--- src/rtl/controle_multiciclo.sv ---
// Multi-cycle MIPS-subset control FSM with memory-ready wait states and a wait-timeout watchdog.
// Optional trap on unknown opcodes is enabled by defining CTRL_TRAP_EN.
module controle_multiciclo #(
    parameter int ALUOP_W  = 4,
    parameter int WAIT_MAX = 15
) (
    input  logic               clk,
    input  logic               rst_n,
    input  logic [5:0]         opcode,
    input  logic               zero,
    input  logic               mem_ready,
    output logic               PCWrite,
    output logic               IRWrite,
    output logic               IorD,
    output logic               MemRead,
    output logic               MemWrite,
    output logic               MemToReg,
    output logic               RegDst,
    output logic               RegWrite,
    output logic               ALUSrcA,
    output logic               WriteLink,
    output logic [1:0]         ALUSrcB,
    output logic [1:0]         PCSource,
    output logic [ALUOP_W-1:0] ALUOp,
    output logic [3:0]         state,
    output logic               illegal,
    output logic               mem_timeout
);

    typedef enum logic [3:0] {
        S_IDLE     = 4'd0,
        S_FETCH    = 4'd1,
        S_DECODE   = 4'd2,
        S_MEMADDR  = 4'd3,
        S_MEMREAD  = 4'd4,
        S_MEMWB    = 4'd5,
        S_MEMWRITE = 4'd6,
        S_EXEC     = 4'd7,
        S_ALUWB    = 4'd8,
        S_BRANCH   = 4'd9,
        S_JUMP     = 4'd10,
        S_HALT     = 4'd15
    } state_t;

    localparam logic [5:0] OP_RTYPE = 6'b000000;
    localparam logic [5:0] OP_J     = 6'b000010;
    localparam logic [5:0] OP_JAL   = 6'b000011;
    localparam logic [5:0] OP_BEQ   = 6'b000100;
    localparam logic [5:0] OP_BNE   = 6'b000101;
    localparam logic [5:0] OP_ADDI  = 6'b001000;
    localparam logic [5:0] OP_SLTI  = 6'b001010;
    localparam logic [5:0] OP_SLTIU = 6'b001011;
    localparam logic [5:0] OP_ANDI  = 6'b001100;
    localparam logic [5:0] OP_ORI   = 6'b001101;
    localparam logic [5:0] OP_XORI  = 6'b001110;
    localparam logic [5:0] OP_LUI   = 6'b001111;
    localparam logic [5:0] OP_LW    = 6'b100011;
    localparam logic [5:0] OP_SW    = 6'b101011;

    localparam logic [3:0] ALU_ADD   = 4'b0000;
    localparam logic [3:0] ALU_BEQ   = 4'b0001;
    localparam logic [3:0] ALU_BNE   = 4'b0010;
    localparam logic [3:0] ALU_SLTI  = 4'b0011;
    localparam logic [3:0] ALU_SLTIU = 4'b0100;
    localparam logic [3:0] ALU_ANDI  = 4'b0101;
    localparam logic [3:0] ALU_ORI   = 4'b0110;
    localparam logic [3:0] ALU_XORI  = 4'b0111;
    localparam logic [3:0] ALU_LUI   = 4'b1000;
    localparam logic [3:0] ALU_RTYPE = 4'b1111;

    localparam int CNT_W = (WAIT_MAX > 1) ? $clog2(WAIT_MAX + 1) : 1;

    state_t           state_q, state_d;
    logic [5:0]       op_q;
    logic [CNT_W-1:0] wait_cnt, cnt_d;
    logic [3:0]       alu_code;
    logic             timed_out;
    logic             set_timeout;
    logic             timeout_q;

    // A WAIT_MAX of zero leaves the counter idle, so the watchdog never fires.
    assign timed_out = (WAIT_MAX != 0) && (wait_cnt == CNT_W'(WAIT_MAX));

    function automatic logic [3:0] exec_code(input logic [5:0] op);
        case (op)
            OP_RTYPE: exec_code = ALU_RTYPE;
            OP_SLTI:  exec_code = ALU_SLTI;
            OP_SLTIU: exec_code = ALU_SLTIU;
            OP_ANDI:  exec_code = ALU_ANDI;
            OP_ORI:   exec_code = ALU_ORI;
            OP_XORI:  exec_code = ALU_XORI;
            OP_LUI:   exec_code = ALU_LUI;
            default:  exec_code = ALU_ADD;
        endcase
    endfunction

`ifdef CTRL_TRAP_EN
    logic set_illegal;
    logic illegal_q;
`endif

    // NOTE: no memories here; every register gets an explicit reset value so a
    // mid-instruction reset lands in IDLE with no strobes pending.
    always_ff @(posedge clk or negedge rst_n) begin
        if (!rst_n) begin
            state_q   <= S_IDLE;
            op_q      <= '0;
            wait_cnt  <= '0;
            timeout_q <= 1'b0;
        end else begin
            // NOTE: state registers use non-blocking assignments so every flop
            // samples the pre-edge values, independent of statement order.
            state_q   <= state_d;
            wait_cnt  <= cnt_d;
            timeout_q <= timeout_q | set_timeout;
            if (state_q == S_DECODE) begin
                op_q <= opcode;
            end
        end
    end

`ifdef CTRL_TRAP_EN
    always_ff @(posedge clk or negedge rst_n) begin
        if (!rst_n) begin
            illegal_q <= 1'b0;
        end else begin
            illegal_q <= illegal_q | set_illegal;
        end
    end
    assign illegal = illegal_q;
`else
    assign illegal = 1'b0;
`endif

    assign mem_timeout = timeout_q;
    assign state       = state_q;
    assign ALUOp       = ALUOP_W'(alu_code);

    always_comb begin
        // NOTE: every output gets a default before the case, so no branch can
        // leave a signal unassigned and infer a latch.
        state_d     = state_q;
        cnt_d       = '0;
        set_timeout = 1'b0;
`ifdef CTRL_TRAP_EN
        set_illegal = 1'b0;
`endif
        PCWrite   = 1'b0;
        IRWrite   = 1'b0;
        IorD      = 1'b0;
        MemRead   = 1'b0;
        MemWrite  = 1'b0;
        MemToReg  = 1'b0;
        RegDst    = 1'b0;
        RegWrite  = 1'b0;
        ALUSrcA   = 1'b0;
        WriteLink = 1'b0;
        ALUSrcB   = 2'b00;
        PCSource  = 2'b00;
        alu_code  = ALU_ADD;

        case (state_q)
            S_IDLE: state_d = S_FETCH;

            S_FETCH: begin
                MemRead = 1'b1;
                ALUSrcB = 2'b01;
                if (mem_ready) begin
                    IRWrite = 1'b1;
                    PCWrite = 1'b1;
                    state_d = S_DECODE;
                end else if (timed_out) begin
                    state_d     = S_HALT;
                    set_timeout = 1'b1;
                end else if (WAIT_MAX != 0) begin
                    cnt_d = wait_cnt + CNT_W'(1);
                end
            end

            S_DECODE: begin
                ALUSrcB = 2'b11;
                case (opcode)
                    OP_LW, OP_SW: state_d = S_MEMADDR;
                    OP_RTYPE, OP_ADDI, OP_ANDI, OP_ORI, OP_XORI,
                    OP_SLTI, OP_SLTIU, OP_LUI: state_d = S_EXEC;
                    OP_BEQ, OP_BNE: state_d = S_BRANCH;
                    OP_J, OP_JAL:   state_d = S_JUMP;
                    default: begin
`ifdef CTRL_TRAP_EN
                        state_d     = S_HALT;
                        set_illegal = 1'b1;
`else
                        state_d = S_FETCH;
`endif
                    end
                endcase
            end

            S_MEMADDR: begin
                ALUSrcA = 1'b1;
                ALUSrcB = 2'b10;
                state_d = (op_q == OP_SW) ? S_MEMWRITE : S_MEMREAD;
            end

            S_MEMREAD, S_MEMWRITE: begin
                IorD     = 1'b1;
                MemRead  = (state_q == S_MEMREAD);
                MemWrite = (state_q == S_MEMWRITE);
                if (mem_ready) begin
                    state_d = (state_q == S_MEMREAD) ? S_MEMWB : S_FETCH;
                end else if (timed_out) begin
                    state_d     = S_HALT;
                    set_timeout = 1'b1;
                end else if (WAIT_MAX != 0) begin
                    cnt_d = wait_cnt + CNT_W'(1);
                end
            end

            S_MEMWB: begin
                RegWrite = 1'b1;
                MemToReg = 1'b1;
                state_d  = S_FETCH;
            end

            S_EXEC: begin
                ALUSrcA  = 1'b1;
                ALUSrcB  = (op_q == OP_RTYPE) ? 2'b00 : 2'b10;
                alu_code = exec_code(op_q);
                state_d  = S_ALUWB;
            end

            S_ALUWB: begin
                RegWrite = 1'b1;
                RegDst   = (op_q == OP_RTYPE);
                state_d  = S_FETCH;
            end

            S_BRANCH: begin
                ALUSrcA  = 1'b1;
                PCSource = 2'b01;
                alu_code = (op_q == OP_BNE) ? ALU_BNE : ALU_BEQ;
                PCWrite  = (op_q == OP_BNE) ? ~zero : zero;
                state_d  = S_FETCH;
            end

            S_JUMP: begin
                PCSource  = 2'b10;
                PCWrite   = 1'b1;
                RegWrite  = (op_q == OP_JAL);
                WriteLink = (op_q == OP_JAL);
                state_d   = S_FETCH;
            end

            S_HALT: state_d = S_HALT;

            default: state_d = S_IDLE;
        endcase
    end

endmodule

--- config.mk ---
export PLATFORM = sky130hd
export DESIGN_NAME = controle_multiciclo
export DESIGN_NICKNAME = d
export VERILOG_FILES = /design/src/rtl/controle_multiciclo.sv
export SDC_FILE = /design/constraint.sdc
export NUM_CORES = 1
export LEC_CHECK = 0
export CORE_ASPECT_RATIO = 1.5
export CORE_MARGIN = 2
export CORE_UTILIZATION = 35
export CTS_BUF_LIST = sky130_fd_sc_hd__clkbuf_4 sky130_fd_sc_hd__clkbuf_8 sky130_fd_sc_hd__clkbuf_16
export CTS_CLUSTER_DIAMETER = 40
export DETAILED_ROUTE_END_ITERATION = 7
export PLACE_DENSITY = 0.71
export SETUP_SLACK_MARGIN = 0.1
export SLEW_MARGIN = 20
export SYNTH_ARGS = -nofsm -noshare
export SYNTH_HDL_FRONTEND = slang
export SYNTH_SLANG_ARGS = --single-unit
export TNS_END_PERCENT = 30
--- constraint.sdc ---
create_clock -name clk -period 1.9 [get_ports clk]
set_input_delay 0.19 -clock clk [delete_from_list [all_inputs] [get_ports clk]]
set_output_delay 0.19 -clock clk [all_outputs]
set_load 0.05 [all_outputs]
== Yosys cells after proc, flatten, opt, wreduce, memory -nomap -nowiden ==
Memories as Yosys holds them, arrays and structs flattened.
Index checks and enable logic that the tools add are counted.
Word-level totals
  input port bits: 10
  output and inout bits: 24
  word-level logic and storage cells: 66
  bits in read-only memories: 256
  memories: 1
  flip-flop bits (word level): 15
Cells by class
  bitwise operators: 2
  add/sub/neg operators: 1
  multiplexer cells: 30
  equality and inequality tests: 21
  reduce and logical (&&, ||, !) cells: 7
Memory list
  (name not given): depth 64, width 4, rd ports 1, clocked after Yosys merged registers in 0, write ports 0, RTL line 182  | case (opcode)
Operators by type and width (number)
  $pmux W4 S7: 2
  $eq A6 B4 Y1 const B: 6
  $mux W4: 6
  $eq A4 B4 Y1 const B: 5
  $eq A4 B3 Y1 const B: 4
  $mux W1: 12
  $eq A4 B2 Y1 const B: 2
  $pmux W2 S4: 1
  $pmux W4 S2: 1
  $eq A6 B2 Y1 const B: 1
  $eq A6 B3 Y1 const B: 1
  $eq A6 B6 Y1 const B: 1
  $logic_not A6 Y1: 1
  $mux W2: 3
  $reduce_or A3 Y1: 2
  $reduce_or A5 Y1: 1
  $add A4 B1 Y4 const B: 1
  $eq A4 B1 Y1 const B: 1
  $logic_not A4 Y1: 1
  $pmux W1 S2: 2
  $pmux W2 S2: 1
  $reduce_or A2 Y1: 2
  $mux W3: 1
  $pmux W1 S3: 1
  other kinds (2): 2

== Logic depth before layout (Yosys ltp) ==
  depth after elaboration: 5
  depth in mapped cells: 6
  gate-level depth less buffers: 5

== Worst setup path after synthesis ==
OpenSTA, ideal clock, no wires.
  path type: flip-flop to output port
  start point: register state_q[2] (netlist: state[2])
  end point: output ALUOp[0]
  setup slack: -931 ps
  data required time: 1710 ps
  arrival time: 2641 ps
  path buffers: 2
  stages on the path, launching flop included: 5
  cell sequence: dfrtp_1 > buf_2 > clkbuf_1 > nand4_1 > o32ai_1
Between the ends
  word-level cells in the longest chain between the ends: 2
  elaborated cells between the ends (all ways): 3
  those cells by class: 2 x eq/ne; 1 x mux
RTL lines
  start: declaration: RTL line 73  | state_t state_q, state_d;
  start signal: assignment: RTL line 113  | state_q <= state_d;
  $eq A4 B4 Y1 / $eq A4 B3 Y1 (equally long branches): RTL line 162  | case (state_q)
  $pmux W4 S2 *: RTL line 162
  end: declaration: RTL line 24  | output logic [ALUOP_W-1:0] ALUOp,
Mark *: on every way between the ends. The rest lies on a longest branch, timed or not.

== Worst setup path after layout ==
  start point: register op_q[5]
  end point: output RegWrite
Between the ends
  word-level cells in the longest chain between the ends: 2
RTL lines
  start: declaration: RTL line 74  | logic [5:0] op_q;
  start signal: assignment: RTL line 117  | op_q <= opcode;
  $eq A6 B2 Y1: RTL line 249  | RegWrite = (op_q == OP_JAL);
  $pmux W1 S2: RTL line 162
  end: declaration: RTL line 19  | output logic RegWrite,
Every way passes these cells.

==> results.md <==
* Cell Pwr Density at 328.7 mW/mm^2
* Grt ovf at 0
* Global-route wire length before repair at 5878 um
* Hold Crit Class: primary input to asynchronous set/reset pin
* Crit path setup slack, layout at -0.005712 ns
* Antenna violations before repair at 0
* Via density per instance at 5.584
* Worst path cell trace: buf_4 > or4_4 > a21oi_2 > or2_4 > buf_12
* Final Max Tran Viols at 0
* Die Height at 73.93 um
* Synth Flop Type: dfrtp_1
* Critical path's largest stage delay at 0.55 ns
* Mapped cell area at 0.001141 mm^2
* Synth Net Count at 150
* Bufs on Longest Clock Path at 2
* Worst-skew pair later-pin latency at 0.24 ns
* Crit Path Max Fanout at 4
* DRC viols at 0
* Initial DRC count at 27
* GRT Util Overall at 20.53%
* Yosys reg bits at 15
* Top post-synthesis cells by count: dfrtp_1 (15), nor2_1 (15), nand2_1 (10)
* Core Rows at 25
* Share of the synthesized area in the top cell type at 32.89%
* CP Capture Type: output pin
* Drt wl/cell at 15.90 um
* CP Class: flip-flop to output pin
* Syn. warnings at 0
* Relative slew margins at 55.05%
* Largest net degree at the start of global routing at 16
* Detail Route Antenna Nets at 0
* Asr flop ratio synth at 100.0%
* Clock Pin Slew Worst Setup and Hold Paths at 0.06 ns
* Core region area at 0.003128 mm^2
* Req. time, crit path at 1.71 ns
* Die Footprint at 0.003742 mm^2
* Leak pwr at 0.8293 nW
* Vias in the first global route at 1271
* Status: finished, violations left
* Hold Fails Final Rpt at 0
* Tmin final at 1.906 ns
* Fillers at 272
* P&R area growth vs syn at 70.28%
* Max IR drop VDD at 0.5625 mV
* Die span in x at 50.62 um
* Share of cells above drive strength 1 at 45.86%
* # diodes at 0
* Least-Margin Pin Slew at 0.6721 ns
* CTS sink cnt at 15
* Max-Cap Viols at 0
* Fin crit share at 100.3%
* Gate Count Post-Synth at 138
* Drt first pass iters at 4
* Initial Utilization at 36.48%
* Violated checks: negative setup slack
* Setup violators final at 2
* Setup TNS at -0.005856 ns
* Post-synth top area cell: dfrtp_1
* CP startpoint kind: flip-flop
* CTS H-tree depth at 1
* CTS Root Cell: clkbuf_8
* Seq/Total Area, Yosys at 32.89%
* Total number of vias at 1234
* F_max at 0.5247 GHz
* Clock skew at 0.002100 ns
* Post-synth EDFFs at 0
* Placed cells at 208
* Number of CTS-inserted buffers at 3
* Top post-synthesis cells by area: dfrtp_1 (33%), nor2_1 (4.9%), mux2_2 (3.9%), nand2_1 (3.3%), nand2b_1 (3.3%)
* CP max stage cell: or4_4
* Total wire length at 3515 um
* GPL Wtd Cong at 0.8217
* Pwr Total at 0.6388 mW
* Non-Filler Instances at 221
* Synthesized area per cell at 8.269 um^2
* # IOs at 34
* Critical path arrival at 1.72 ns
* Synth cell types at 48
* # port buffers at 32
* CTS tree: built
* DP Wirelength at 2676 um
* RSZ-0062 raised after global routing: yes
* Nets at 194
==> stage by stage <==
step                hold WS, ns  util [%]  cell area (um^2)  setup WS, ns
global route             0.4280     62.12              1943      -0.08025
floorplan               -0.1056         -              1219      -0.07768
global placement         0.4628     55.96              1750        0.1781
CTS                      0.3879     61.00              1908      0.005960
detailed placement       0.4695     55.96              1750        0.1539
finish                   0.3572     62.12              1943     -0.005712
==> registers in the layout, indices dropped and copies added (netlist names) <==
signal / flops
wait_cnt: 4
op_q: 6
mem_timeout: 1
state: 4
==> kinds of logic (layout without fill, tap and decap cells) <==
group | Yosys count | count (layout) | share of synthesized area (%)
adder cells (fa/ha/maj) | 2 | 2 | 2.193
AND/OR/NAND/NOR | 59 | 59 | 28.84
other | 1 | 1 | 0.3286
multiplexers | 5 | 5 | 4.824
buffers and inverters | 18 | 61 | 6.579
XOR/XNOR | 4 | 4 | 3.071
flip-flops | 15 | 15 | 32.89
AO/OA/AOI/OAI | 34 | 34 | 21.27
==> critical path, delay by kind of cell, from the launching register on <==
family,cells,cell delay [ns]
buf+inv,2,0.28
compound gates,1,0.14
simple gates,2,0.68
flops,1,0.38
==> worst paths after layout <==
path                                  startpoint  depth (start not counted)               endpoint  slack [ns]
max in group asynchronous                  rst_n                          1    op_q[3]$_DFFE_PN0P_        1.07
min in group clk           mem_timeout$_DFF_PN0_                          1  mem_timeout$_DFF_PN0_        0.50
max                          op_q[5]$_DFFE_PN0P_                          5               RegWrite      -0.006
min                                        rst_n                          1  wait_cnt[1]$_DFF_PN0_        0.36
min reg2reg                mem_timeout$_DFF_PN0_                          1  mem_timeout$_DFF_PN0_        0.50
max reg2reg                   state[0]$_DFF_PN0_                          5     state[3]$_DFF_PN0_        0.22
==> power by group <==
part           total (mW)  internal, mW  switching (mW)  leakage [nW]
clock network       0.269         0.162           0.107        0.0262
logic              0.0499        0.0233          0.0267         0.628
registers           0.319         0.319               0         0.175
total               0.639         0.505           0.134         0.829
==> timing repair <==
action | CTS | global route
hold buffers | 0 | 0
buffers inserted | 9 | 0
endpoints found under the hold margin | 0 | 0
resized for setup | 10 | 10
pin swaps | 5 | 5
setup endpoints to repair | 9 | 12
==> final cells by class <==
class / instances / area [um^2] / share of cell area, %
inverters: 7 / 30.03 / 1.545
multi-input cells: 105 / 817.0 / 42.05
flip-flops and latches: 15 / 381.6 / 19.64
repair buffers: 50 / 615.6 / 31.68
clock buffers: 4 / 48.80 / 2.511
well taps: 40 / 50.05 / 2.576
==> metal layers <==
metal | vias up | GRT usage, % | wire length [um]
met5 | - | 0 | 0
met4 | 0 | 7.808 | 108
met3 | 8 | 1.807 | 84
met2 | 35 | 42.25 | 2090
met1 | 605 | 20.76 | 1231
li1 | 586 | - | -
==> cell usage in the layout (no fill, tap or decap), types with 3 or more instances in the layout <==
master	n
clkdlybuf4s50_1	10
nor2_2	5
nor4_1	4
o22a_1	3
clkbuf_8	3
dfrtp_1	10
mux2_2	4
nand2b_1	4
nand2_1	9
a21oi_1	4
buf_4	21
a211oi_1	3
a21oi_2	3
xnor2_1	3
dfrtp_2	5
o21ai_0	5
buf_12	16
inv_1	6
nor2_1	10
nand3_1	4
No activity file was read; power rests on OpenSTA's default activity.
==> edit 1: new RTL, same flow settings <==
Add a define of `CTRL_TRAP_EN`.
--- a/src/rtl/controle_multiciclo.sv
+++ b/src/rtl/controle_multiciclo.sv
@@ -1,5 +1,7 @@
 // Multi-cycle MIPS-subset control FSM with memory-ready wait states and a wait-timeout watchdog.
 // Optional trap on unknown opcodes is enabled by defining CTRL_TRAP_EN.
+`define CTRL_TRAP_EN
+
 module controle_multiciclo #(
     parameter int ALUOP_W  = 4,
     parameter int WAIT_MAX = 15
Function: changed (a bounded check fails within 4 cycles, from zero or initial values and one cycle with rst_n low).
==> edit 1 against the unedited design <==
Sequential share of layout area decreased by 0.96 points. First-iteration DRC count increased by 70%. Critical path depth stayed put. Critical path type unchanged. Hold slack lost 100 ps. Via count rose by 15%. Sequential cell count is 1 higher. Wire length increased by 11%. Area after synthesis up 9.6%. Design area rose by 13%. Final cell count is 13% higher. Fmax rose by 3.1%. Setup slack better by 57 ps.
Power is left out: it rests on default switching activity, and per cell area and clock period it moved more than threefold.
==> edit 1: results <==
[detailed_routing]
met3_length_um = 123
drtPass1Iterations = 4
drt-met1-wl_um = 1419
routed.top_layer = "met4"
route.met2.wl_um = 2211
drc = 0
vias = 1425
post_drt_wl_per_cell_um = 15.63
drt_iter0_drc = 46
wirelength_um = 3893

[global_routing]
antenna_found_initial = 0
grt_pass1_wl_um = 6630
grt_max_degree = 17
track_usage = 0.2069
grt_pass1_vias = 1512

[clock_tree]
clock_path_buffers = 2
clkTransAtPathRegs_ps = 60
cts-buffers-inserted = 3
htreeDepth = 1
root_buffer = "clkbuf_8"
clk_latency_ps = 250

[logic_synthesis]
ys_seq_area_frac = 0.3200
netlist_top_cells_area = "dfrtp_1 (32%), nor2_1 (6.3%), mux2_2 (4.5%)"
async_reset_ff_frac = 1.000
ys_warn_count = 0
synth_ff_type = "dfrtp_1"
synth_cells = 153
ys_top_cells_by_count = "nor2_1 (21), dfrtp_1 (16), nand2_1 (10)"
syn_nets = 164
synth_cell_types = 45

[hold_path]
hp-class = "in2async"

[cells_and_area]
drive_gt1_frac = 0.4541
n_fill_cell = 269
largest_reg_flops = 6
nNetsFinal = 219
regMostFlops = "op_q"
diodes = 0

[sta]
skew_ps = 2.818
relSlewSlack = 0.6695

[outcome]
status = "finished, final reports clean"

[place]
hpwlAfterDp_um = 2869
pre_cts_slack_ps = 72.73
gp_congestion = 0.9439
dp.cells = 227
io_buffers = 33

[critical_path]
crit_path_max_fanout = 5
r2r-start = "state[0]"
critPathLaunch = "op_q[2]"
arrival_ps = 1660
[edit 1: cell count changes in the layout (fill, tap and decap cells not counted), sizes merged, moves of 3 or more]
cell,before,now
nor4,4,0
o22a,3,0
o31ai,0,3
nand4,1,6
nor2,15,21
buf,40,51
o211ai,0,5
or3,1,4
a21oi,7,4
[edit 1: logic make-up (layout without fill, tap and decap cells)]
| kind of cell | count (synthesis) | in the layout | synth area share |
|---|---|---|---|
| DFF | 16 | 16 | 0.3200 |
| and+or+nand+nor | 70 | 70 | 0.3000 |
| adders and majority gates | 2 | 2 | 0.01800 |
| AOI/OAI and AO/OA | 37 | 37 | 0.2050 |
| muxes | 7 | 7 | 0.06100 |
| buffers and inverters | 17 | 71 | 0.06799 |
| xor gates and xnor gates | 4 | 4 | 0.02801 |
[edit 1: layer usage]
layer / track usage / vias up
met5: 0 / -
met4: 0.1026 / 0
met3: 0.009728 / 17
met2: 0.3838 / 54
met1: 0.2244 / 686
li1: - / 668
[edit 1: layout make-up]
cell class                      count  share of cell area
Inverter                            5            0.008542
Tap cell                           42             0.02392
Timing Repair Buffer               62              0.3377
Sequential cell                    16              0.1868
Clock buffer                        4             0.02221
Multi-Input combinational cell    120              0.4208
[edit 1: through the flow]
stage / hold WS [ps] / area, um2
after global routing: 283.8 / 2197
after global placement: 453.0 / 1949
after detailed placement: 464.8 / 1949
final: 255.1 / 2197
after CTS: 259.9 / 2155
after floorplan: -105.6 / 1408
[edit 1: final timing paths]
kind                            depth (start not counted)  slack [ps]     endpoint
worst max-delay path                                    5          50     ALUOp[1]
worst min-delay path                                    2         260  wait_cnt[1]
worst max register to register                          5         230      op_q[3]
worst min register to register                          1         480  wait_cnt[0]
max in group asynchronous                               2        1440      op_q[2]
min in group clk                                        1         480  wait_cnt[0]
[edit 1: critical path, stage by stage (launching register included)]
cell and delay [ps]:
dfrtp_2 450, or3_1 410, a21oi_2 150, a31oi_1 80
o32ai_4 150, buf_12 180
[edit 1: timing repair]
| item | 4_1_cts | 5_1_grt |
|---|---|---|
| setup endpoints to repair | 11 | 10 |
| pin swaps | 4 | 6 |
| buffers inserted | 17 | 1 |
| gates resized for setup | 7 | 12 |
==> edit 2: new RTL, config.mk and constraints unchanged <==
Without the edit above. Register the output `mem_timeout` once more, without a reset; this adds one clock of latency there. The other outputs are not delayed to match.
--- a/src/rtl/controle_multiciclo.sv
+++ b/src/rtl/controle_multiciclo.sv
@@ -132,7 +132,9 @@
     assign illegal = 1'b0;
 `endif
 
-    assign mem_timeout = timeout_q;
+    always_ff @(posedge clk) begin
+        mem_timeout <= timeout_q;
+    end
     assign state       = state_q;
     assign ALUOp       = ALUOP_W'(alu_code);
 
Check against the original RTL: no difference found for any inputs over 10 cycles, from zero or initial values and one cycle with rst_n low; that may be too few to reach the edited logic, so the function may still have changed.
==> edit 2 against the unedited design <==
The run still ends with setup timing left. Total power grew 7.8%. Wire length shrank 0.54%. Global-route usage shrank 1.3 points. Design area grew 1.4%. Hold slack lost 100 ps. Area after synthesis grew 1.8%. Sequential cell count grew 1. Sequential share of layout area grew 0.75 points. Synthesized cell count grew 0.72%. Setup slack lost 63 ps. Sequential power grew 6.6%.
==> edit 2: results <==
[outcome]
status = "finished, violations left"
violations = "setup timing"

[critical_path]
crit_path_max_fanout = 3
rrSetupSlack_ps = 240
arrival_ps = 1780

[logic_synthesis]
netlist_top_cells_area = "dfrtp_1 (32%), nor2_1 (4.8%), mux2_2 (3.9%)"
synth_cell_types = 49
syn_nets = 151
async_reset_ff_frac = 0.9375

[sta]
fin_ws_ps = -68.28
setup_viol = 2
skew_ps = 2.798

[detailed_routing]
drt_iter0_drc = 32
vias_per_cell = 5.406
post_drt_wl_per_cell_um = 15.61

[pwr]
switching_share = 0.2032
vdd.ir_drop.worst_mv = 0.4632
p_leak_nw = 0.8445

[hold_path]
hp-class = "in2async"

[place]
gp_congestion = 0.7716
placed_area_um2 = 1778

[global_routing]
track_usage = 0.1919

[cells_and_area]
n_fill_cell = 258
drive_gt1_frac = 0.4402
nNetsFinal = 197
edit 2: changes by cell type in the layout (fill, tap and decap cells not counted), sizes merged:
cell,change
buf,+2
dfxtp,+1
edit 2: final cells by class:
class | count | share of cell area
repair buffers | 52 | 0.3183
clock buffers | 4 | 0.02795
flip-flops and latches | 16 | 0.2039
inverters | 7 | 0.01525
well taps | 40 | 0.02541
multi-input cells | 105 | 0.4091
edit 2: final timing paths:
path / start / endpoint
hold reg to reg: timeout_q / mem_timeout
hold / removal: rst_n / timeout_q
max in group asynchronous: rst_n / state[1]
setup reg to reg: state[0] / timeout_q
min in group clk: timeout_q / mem_timeout
setup / recovery: op_q[5] / RegWrite
edit 2: what timing repair did:
action | 4_1_cts | 5_1_grt
setup buffers | 7 | 3
resized for setup | 10 | 6
pin swaps | 5 | 1
setup endpoints to repair | 9 | 12
hold endpoints to repair | 0 | 0
edit 2: kinds of logic (layout without fill, tap and decap cells):
family / count (synthesis) / count (layout) / share of synthesized area
AOI/OAI and AO/OA: 34 / 34 / 0.2091
other: 1 / 1 / 0.003230
DFF: 16 / 16 / 0.3405
and+or+nand+nor: 59 / 59 / 0.2834
xor gates and xnor gates: 4 / 4 / 0.03018
adders and majority gates: 2 / 2 / 0.02155
buffers and inverters: 18 / 63 / 0.06465
muxes: 5 / 5 / 0.04741
edit 2: routing by layer:
layer | track usage | part of all wire
met1 | 0.1985 | 0.37
met2 | 0.3737 | 0.58
met3 | 0.02209 | 0.029
met4 | 0.09309 | 0.012
met5 | 0 | 0
edit 2: power groups by stage:
stage,Combinational [mW],Sequential [mW],Clock (mW)
3_5_place_dp,0.0503,0.347,0
2_1_floorplan,0.0172,0.347,0
5_1_grt,0.0553,0.340,0.325
6_report,0.0517,0.340,0.297
4_1_cts,0.0517,0.340,0.306
3_3_place_gp,0.0501,0.347,0
edit 2: metrics by stage:
stage	TNS, ps	std cells	power (mW)	setup slack [ps]	hold WS [ps]
2_1_floorplan	-258.7	139	0.3640	-77.68	-105.6
4_1_cts	-84.02	221	0.6981	-35.91	257.5
3_5_place_dp	0	210	0.3970	121.6	346.9
5_1_grt	-340.5	224	0.7200	-132.0	269.4
6_report	-112.7	224	0.6885	-68.28	254.5
3_3_place_gp	0	210	0.3968	163.3	357.5
